===== src/rtl/regbank_write_arbiter_if.sv =====
// Writeback-side bus of the register-bank write arbiter.
// Two requesters, decode issue port, bank write port, scoreboard.
interface regbank_write_arbiter_if #(
  parameter int NREG = 16,
  parameter int AW   = 4,
  parameter int DW   = 32
);
  logic          req0_valid;
  logic [AW-1:0] req0_reg;
  logic [DW-1:0] req0_data;
  logic          req0_ready;
  logic          req1_valid;
  logic [AW-1:0] req1_reg;
  logic [DW-1:0] req1_data;
  logic          req1_ready;
  logic          issue_valid;
  logic [AW-1:0] issue_reg;
  logic          wr_en;
  logic [AW-1:0] wr_reg;
  logic [DW-1:0] wr_data;
  logic [NREG-1:0] busy_vec;
  logic          last_grant;

  modport master (
    output req0_valid, req0_reg, req0_data,
    output req1_valid, req1_reg, req1_data,
    output issue_valid, issue_reg,
    input  req0_ready, req1_ready,
    input  wr_en, wr_reg, wr_data,
    input  busy_vec, last_grant
  );

  modport slave (
    input  req0_valid, req0_reg, req0_data,
    input  req1_valid, req1_reg, req1_data,
    input  issue_valid, issue_reg,
    output req0_ready, req1_ready,
    output wr_en, wr_reg, wr_data,
    output busy_vec, last_grant
  );
endinterface


===== src/rtl/regbank_write_arbiter.sv =====
// Round-robin arbiter for the register-bank write port.
// Also tracks pending writes per register for RAW stalls.
module regbank_write_arbiter #(
  parameter int NREG = 16,
  parameter int AW   = 4,
  parameter int DW   = 32
) (
  input logic clk,
  input logic rst,
  regbank_write_arbiter_if.slave bus
);

  typedef enum logic {
    PRI0 = 1'b0,
    PRI1 = 1'b1
  } pri_e;

  pri_e            pri_q, pri_d;
  logic            lg_q, lg_d;
  logic            wr_en_q, wr_en_d;
  logic [AW-1:0]   wr_reg_q, wr_reg_d;
  logic [DW-1:0]   wr_data_q, wr_data_d;
  logic [NREG-1:0] busy_q, busy_d;
  logic            gnt0, gnt1;

  // Grant: lone requester wins, ties go to the pointer.
  always_comb begin
    gnt0 = 1'b0;
    gnt1 = 1'b0;
    if (!rst) begin
      if (bus.req0_valid && bus.req1_valid) begin
        gnt0 = (pri_q == PRI0);
        gnt1 = (pri_q == PRI1);
      end else begin
        gnt0 = bus.req0_valid;
        gnt1 = bus.req1_valid;
      end
    end
  end

  assign bus.req0_ready = gnt0;
  assign bus.req1_ready = gnt1;

  // Pointer/last-grant update and write-port capture; R0 writes drop.
  always_comb begin
    pri_d     = pri_q;
    lg_d      = lg_q;
    wr_en_d   = 1'b0;
    wr_reg_d  = wr_reg_q;
    wr_data_d = wr_data_q;
    unique case (1'b1)
      gnt0: begin
        pri_d = PRI1;
        lg_d  = 1'b0;
        if (bus.req0_reg != '0) begin
          wr_en_d   = 1'b1;
          wr_reg_d  = bus.req0_reg;
          wr_data_d = bus.req0_data;
        end
      end
      gnt1: begin
        pri_d = PRI0;
        lg_d  = 1'b1;
        if (bus.req1_reg != '0) begin
          wr_en_d   = 1'b1;
          wr_reg_d  = bus.req1_reg;
          wr_data_d = bus.req1_data;
        end
      end
      default: ;
    endcase
  end

  // Scoreboard: commit clears, issue sets, set applied last so it wins.
  always_comb begin
    busy_d = busy_q;
    if (wr_en_q) begin
      busy_d[wr_reg_q] = 1'b0;
    end
    if (bus.issue_valid && (bus.issue_reg != '0)) begin
      busy_d[bus.issue_reg] = 1'b1;
    end
    busy_d[0] = 1'b0;
  end

  // State registers with synchronous reset.
  always_ff @(posedge clk) begin
    if (rst) begin
      pri_q     <= PRI0;
      lg_q      <= 1'b0;
      wr_en_q   <= 1'b0;
      wr_reg_q  <= '0;
      wr_data_q <= '0;
      busy_q    <= '0;
    end else begin
      pri_q     <= pri_d;
      lg_q      <= lg_d;
      wr_en_q   <= wr_en_d;
      wr_reg_q  <= wr_reg_d;
      wr_data_q <= wr_data_d;
      busy_q    <= busy_d;
    end
  end

  assign bus.wr_en      = wr_en_q;
  assign bus.wr_reg     = wr_reg_q;
  assign bus.wr_data    = wr_data_q;
  assign bus.busy_vec   = busy_q;
  assign bus.last_grant = lg_q;

  // Handshake invariants: one grant at most, never without valid.
  always_ff @(posedge clk) begin
    assert (!(gnt0 && gnt1));
    assert (!gnt0 || bus.req0_valid);
    assert (!gnt1 || bus.req1_valid);
    assert (!busy_q[0]);
  end

endmodule


===== src/flat_wrapper.sv =====
// flat-port wrapper written by rule: the top's interface ports become plain ports
module regbank_write_arbiter_flat 
#(
  parameter int NREG = 16,
  parameter int AW   = 4,
  parameter int DW   = 32
)
  (clk, rst, bus_req0_valid, bus_req0_reg, bus_req0_data, bus_req1_valid, bus_req1_reg, bus_req1_data, bus_issue_valid, bus_issue_reg, bus_req0_ready, bus_req1_ready, bus_wr_en, bus_wr_reg, bus_wr_data, bus_busy_vec, bus_last_grant);
  regbank_write_arbiter_if #(.NREG(NREG), .AW(AW), .DW(DW)) bus_i ();
  input logic clk;
  input logic rst;
  input wire logic [$bits(bus_i.req0_valid)-1:0] bus_req0_valid;
  input wire logic [$bits(bus_i.req0_reg)-1:0] bus_req0_reg;
  input wire logic [$bits(bus_i.req0_data)-1:0] bus_req0_data;
  input wire logic [$bits(bus_i.req1_valid)-1:0] bus_req1_valid;
  input wire logic [$bits(bus_i.req1_reg)-1:0] bus_req1_reg;
  input wire logic [$bits(bus_i.req1_data)-1:0] bus_req1_data;
  input wire logic [$bits(bus_i.issue_valid)-1:0] bus_issue_valid;
  input wire logic [$bits(bus_i.issue_reg)-1:0] bus_issue_reg;
  output wire logic [$bits(bus_i.req0_ready)-1:0] bus_req0_ready;
  output wire logic [$bits(bus_i.req1_ready)-1:0] bus_req1_ready;
  output wire logic [$bits(bus_i.wr_en)-1:0] bus_wr_en;
  output wire logic [$bits(bus_i.wr_reg)-1:0] bus_wr_reg;
  output wire logic [$bits(bus_i.wr_data)-1:0] bus_wr_data;
  output wire logic [$bits(bus_i.busy_vec)-1:0] bus_busy_vec;
  output wire logic [$bits(bus_i.last_grant)-1:0] bus_last_grant;
  assign bus_i.req0_valid = bus_req0_valid;
  assign bus_i.req0_reg = bus_req0_reg;
  assign bus_i.req0_data = bus_req0_data;
  assign bus_i.req1_valid = bus_req1_valid;
  assign bus_i.req1_reg = bus_req1_reg;
  assign bus_i.req1_data = bus_req1_data;
  assign bus_i.issue_valid = bus_issue_valid;
  assign bus_i.issue_reg = bus_issue_reg;
  assign bus_req0_ready = bus_i.req0_ready;
  assign bus_req1_ready = bus_i.req1_ready;
  assign bus_wr_en = bus_i.wr_en;
  assign bus_wr_reg = bus_i.wr_reg;
  assign bus_wr_data = bus_i.wr_data;
  assign bus_busy_vec = bus_i.busy_vec;
  assign bus_last_grant = bus_i.last_grant;
  regbank_write_arbiter #(.NREG(NREG), .AW(AW), .DW(DW)) u_core (.clk(clk), .rst(rst), .bus(bus_i));
endmodule

===== config.mk =====
export PLATFORM = sky130hd
export DESIGN_NAME = regbank_write_arbiter_flat
export DESIGN_NICKNAME = d
export VERILOG_FILES = /design/src/rtl/regbank_write_arbiter_if.sv /design/src/rtl/regbank_write_arbiter.sv /design/src/flat_wrapper.sv
export SDC_FILE = /design/constraint.sdc
export NUM_CORES = 1
export LEC_CHECK = 0
export CORE_AREA = 2 2 96 98
export DETAILED_ROUTE_END_ITERATION = 7
export DIE_AREA = 0 0 98 100
export PLACE_DENSITY_LB_ADDON = 0.1
export SKIP_LAST_GASP = 1
export SYNTH_ARGS = -nofsm -noshare
export SYNTH_HDL_FRONTEND = slang
export SYNTH_SLANG_ARGS = --single-unit

===== constraint.sdc =====
create_clock -name clk -period 2.8 [get_ports clk]
set_clock_uncertainty 0.15 [all_clocks]
set_input_delay 0.56 -clock clk [delete_from_list [all_inputs] [get_ports clk]]
set_output_delay 0.56 -clock clk [all_outputs]
set_load 0.02 [all_outputs]

* After elaboration in Yosys (flattened, before gate mapping) *
Index checks and enable logic that the tools add are counted.

operators by class
  add/subtract/negate cells = 0
  div/mod/pow operators = 0
  reductions and logical operators = 9
  muxes and demuxes = 21
  bitwise logic cells = 4
  shifts and indexed selects = 0
  multiply operators = 0
  equality and inequality tests = 2
  $lt $le $gt $ge = 4

operators by type and width
  operator            count
  $mux 32             2
  $pmux 32 s2         1
  $mux 16             2
  $and 16x16->16      1
  $not 16->16         1
  $or 16x16->16       1
  $reduce_bool 4->1   3
  $lt 4x5->1 const B  2
  $demux 1 s4         2
  $ge 4x1->1 const B  2
  $mux 1              8
  $mux 4              2
  $pmux 4 s2          1
  $pmux 1 s2          3
  $logic_and 1x1->1   4
  $ne 2x1->1 const B  2
  $reduce_and 3->1    1
  $reduce_bool 2->1   1
  $not 1->1           1

storage, ports and cells
  flip-flop bits (word level) = 55
  memory bits (read-only) = 0
  memory bits (writable) = 0
  input bits = 81
  output and inout bits = 56
  word-level logic and storage cells = 47
  bits in latches = 0
  memories kept = 0

* Depth between registers and ports, before layout *
  word-level depth = 9
  gate-level depth with buffers = 7
  depth with buffers taken out = 4

* Worst setup path before layout *
Ideal clock, no wire load.

  path kind = input to register
  start point = input port bus_req1_reg[0]
  end point = register u_core.wr_data_q[10] (netlist: u_core.bus.wr_data[10])
  data required time = 2.569 ns
  data arrival time = 2.039 ns
  cell stages on the path = 7
  setup time = 0.081 ns
  path buffers = 3
  slack = 0.530 ns
  cells stage by stage = or4_1 > and4b_1 > buf_6 > or2_1 > buf_6 > buf_6 > a211oi_2

between the ends
  word-level cells in the longest chain between the ends = 3

RTL lines
  what                               RTL line                      RTL
  start: declaration                 flat_wrapper.sv:16            input wire logic [$bits(bus_i.req1_reg)-1:0] bus_req1_reg;
  $reduce_bool 4->1                  regbank_write_arbiter.sv:64   if (bus.req1_reg != '0) begin
  $ne 2x1->1 (no source line)        -
  $reduce_and 3->1 (no source line)  -
  end signal: assignment             regbank_write_arbiter.sv:100  wr_data_q <= wr_data_d;
  end: declaration                   regbank_write_arbiter.sv:22   logic [DW-1:0] wr_data_q, wr_data_d;

Every way passes these cells.
A chain may end at the register's enable or synchronous reset.

* Worst setup path after layout *
  start point = input port bus_req0_valid
  end point = output port bus_req1_ready

between the ends
  word-level cells in the longest chain between the ends = 3

RTL lines
  what                RTL line                     RTL
  start: declaration  flat_wrapper.sv:12           input wire logic [$bits(bus_i.req0_valid)-1:0] bus_req0_valid;
  $logic_and 1x1->1   regbank_write_arbiter.sv:31  if (bus.req0_valid && bus.req1_valid) begin
  $mux 1              regbank_write_arbiter.sv:31
  $mux 1              regbank_write_arbiter.sv:30  if (!rst) begin
  end: declaration    flat_wrapper.sv:21           output wire logic [$bits(bus_i.req1_ready)-1:0] bus_req1_ready;

Every way passes these cells.

==> impl_metrics.toml <==
[outcome]
status = "finished clean"

[floorplan]
ios = 137
dieArea_um2 = 9800
core_um2 = 8890
start_util_pct = 29.12
die_h_um = 100
dieWidth_um = 98
rows = 35

[cts]
numCtsBuffers = 5
clkLatencyLatePin_ns = 0.30
cts_tree = "done"
path_clk_slew_ns = 0.10
post_cts_buffers = 0
htreeDepth = 2
cts_resized = 0
cts_hold_buf = 0
cts_root_buf = "clkbuf_8"
cts_sinks = 54
clk_path_buf_depth = 2

[power_and_ir_drop]
power_frac_comb_pct = 30.2
p_sw_uw = 555.0
clockPowerShare_pct = 23.9
p_leak_uw = 0.001618
power.density_nw_per_um2 = 453.9
swShare_pct = 29.49
seq_power_share_pct = 45.9
cell_internal_pwr_uw = 1327
irDropWorstVdd_mv = 0.2244

[final_layout]
layout.cells.non_filler = 502
largest_register_ffs = 32
diodes = 0
final_area_um2 = 4146
fillers = 838
layout_common_cells = "clkdlybuf4s50_1, dfxtp_1, mux2i_1, nor3_1, a211oi_2"
drive_gt1_share_pct = 13.30
utilization_pct = 46.64
layout_commonest_cell = "clkdlybuf4s50_1"
nets = 471
syn_to_final_growth_pct = 60.17

[timing]
hold_viol = 0
worst_slew_pin_slew_ns = 0.6223
report.final.slew_viol_count = 0
rsz0062_at_grt = "no"
fin_hold_ws_ns = 0.3346
finalCritPeriodShare_pct = 94.55
relSlewSlack_pct = 58.51
period_needed_ns = 2.647
fmax_mhz = 377.7
setup_tns_ns = 0
setup_viol = 0

[synth]
synth_seq_cells = 54
yosys_warnings = 0
ys_async_sr_fraction_pct = 0
syn_avg_cell_area_um2 = 9.995
syn_area_um2 = 2589
ys_types = 29
ys_seq_area_share_pct = 41.76
synth_top_area_share_pct = 41.76
postSynthNetCount = 340
synth_edf_count = 0
syn_inst = 259
synth.area.top_cells = "dfxtp_1, a211oi_2, mux2i_1, nor3_1, a21oi_1"
ys.flop_type = "dfxtp_1"
netlist.top_cell.by_area = "dfxtp_1"

[detailed_routing]
wl_per_cell_um = 15.10
vias = 2451
vias_per_cell = 4.882
drt_iter0_markers = 79
ant_nets = 0
drt_pass1_iterations = 4
drc = 0
wl_mm = 7.580

[setup_path]
crit_top_cell = "clkdlybuf4s50_1"
slowest_delay_ns = 0.61
cp_cell_sequence = "clkdlybuf4s50_1 > nand2b_1 > nand3b_1 > inv_1 > clkdlybuf4s50_1"
worst-path-max-fanout = 3
criticalPathCategory = "in2out"
critPathLaunchType = "input port"
cp_num_buf_inv = 3
crit_family = "buffers and inverters"
crit_arrival_ns = 1.94
end_kind = "output port"
critPathRequiredTime_ns = 2.09
critical-path-slowest-cell = "clkdlybuf4s50_1"

[placement]
place_area_um2 = 4053
io_buffer_count = 135
routabilityCongestion = 0.7409
hpwl_mm = 5.507
dp_cells = 494

[global_routing]
grt_overflow = 0
grt_pass1_vias = 2382
antenna_found_initial = 0
grt_pass1_wl_mm = 11.79
groute.usage.overall_pct = 14.85
grt_max_degree = 42

[min_path]
hold_path.class = "reg2reg"

[flow_run]
cap_violations = 0
[routing by layer]
metal / global-route usage [%] / share of wire (%) / up-vias
li1: - / - / 1223
met1: 17.72 / 43 / 1147
met2: 26.66 / 50 / 77
met3: 3.969 / 6.0 / 4
met4: 3.526 / 0.82 / 0
met5: 0 / 0 / -
[power by group through the flow]
stage,Clock (uW),Combinational [uW],Sequential [uW]
after floorplan,0,224,945
after global placement,0,572,879
after detailed placement,0,574,880
after CTS,472,577,864
after global routing,495,606,872
final,450,569,863
[path summary, 6_finish.rpt]
path | start | endpoint | slack (ns) | cells past startpoint
max reg2reg | u_core.pri_q | u_core.bus.wr_data[11] | 0.81 | 5
max | bus_req0_valid | bus_req1_ready | 0.15 | 5
min reg2reg | u_core.bus.busy_vec[6] | u_core.bus.busy_vec[6] | 0.33 | 2
min | u_core.bus.busy_vec[6] | u_core.bus.busy_vec[6] | 0.33 | 2
[through the flow]
step | power [uW] | setup slack (ns)
6_report | 1882 | 0.1525
5_1_grt | 1973 | 0.08290
4_1_cts | 1912 | 0.05846
3_5_place_dp | 1455 | -0.002156
3_3_place_gp | 1452 | 0.04841
2_1_floorplan | 1169 | 0.5302
[layout make-up]
type | count | area, um2 | area share, %
flip-flops and latches | 54 | 1081 | 26.07
repair buffers | 146 | 1444 | 34.82
clock inverters | 1 | 5.005 | 0.1207
inverters | 2 | 7.507 | 0.1810
multi-input cells | 181 | 1384 | 33.37
well taps | 111 | 138.9 | 3.349
clock buffers | 7 | 86.33 | 2.082
[cell families (layout without fill, tap and decap cells)]
| logic type | count (synthesis) | in the layout | share of synthesized area (%) |
|---|---|---|---|
| buffers and inverters | 24 | 156 | 5.268 |
| muxes | 36 | 36 | 13.92 |
| AOI/OAI and AO/OA | 70 | 70 | 23.10 |
| other | 1 | 1 | 0.1449 |
| and+or+nand+nor | 74 | 74 | 15.81 |
| DFF | 54 | 54 | 41.76 |
[worst reg2reg max path, stage by stage, from the launching register on]
cell      delay [ns]
dfxtp_1         0.37
nand2b_1        0.21
nand3b_1        0.14
buf_4           0.52
mux2i_1         0.37
a211oi_2        0.10
[cells in the mapped netlist, types with 2 or more instances]
master    instances
a211oi_2         29
a21oi_1          16
nand2_1           9
o21ai_0          16
and3b_1           2
buf_6             5
a211oi_1          8
inv_1             2
nand3b_1          5
buf_2             4
dfxtp_1          54
nor3_1           36
nand3_1           6
clkbuf_1         11
nand2b_1          5
mux2i_1          36
nor2b_1           2
nor3b_1           2
Note: power is estimated with default switching activity, not from simulation.
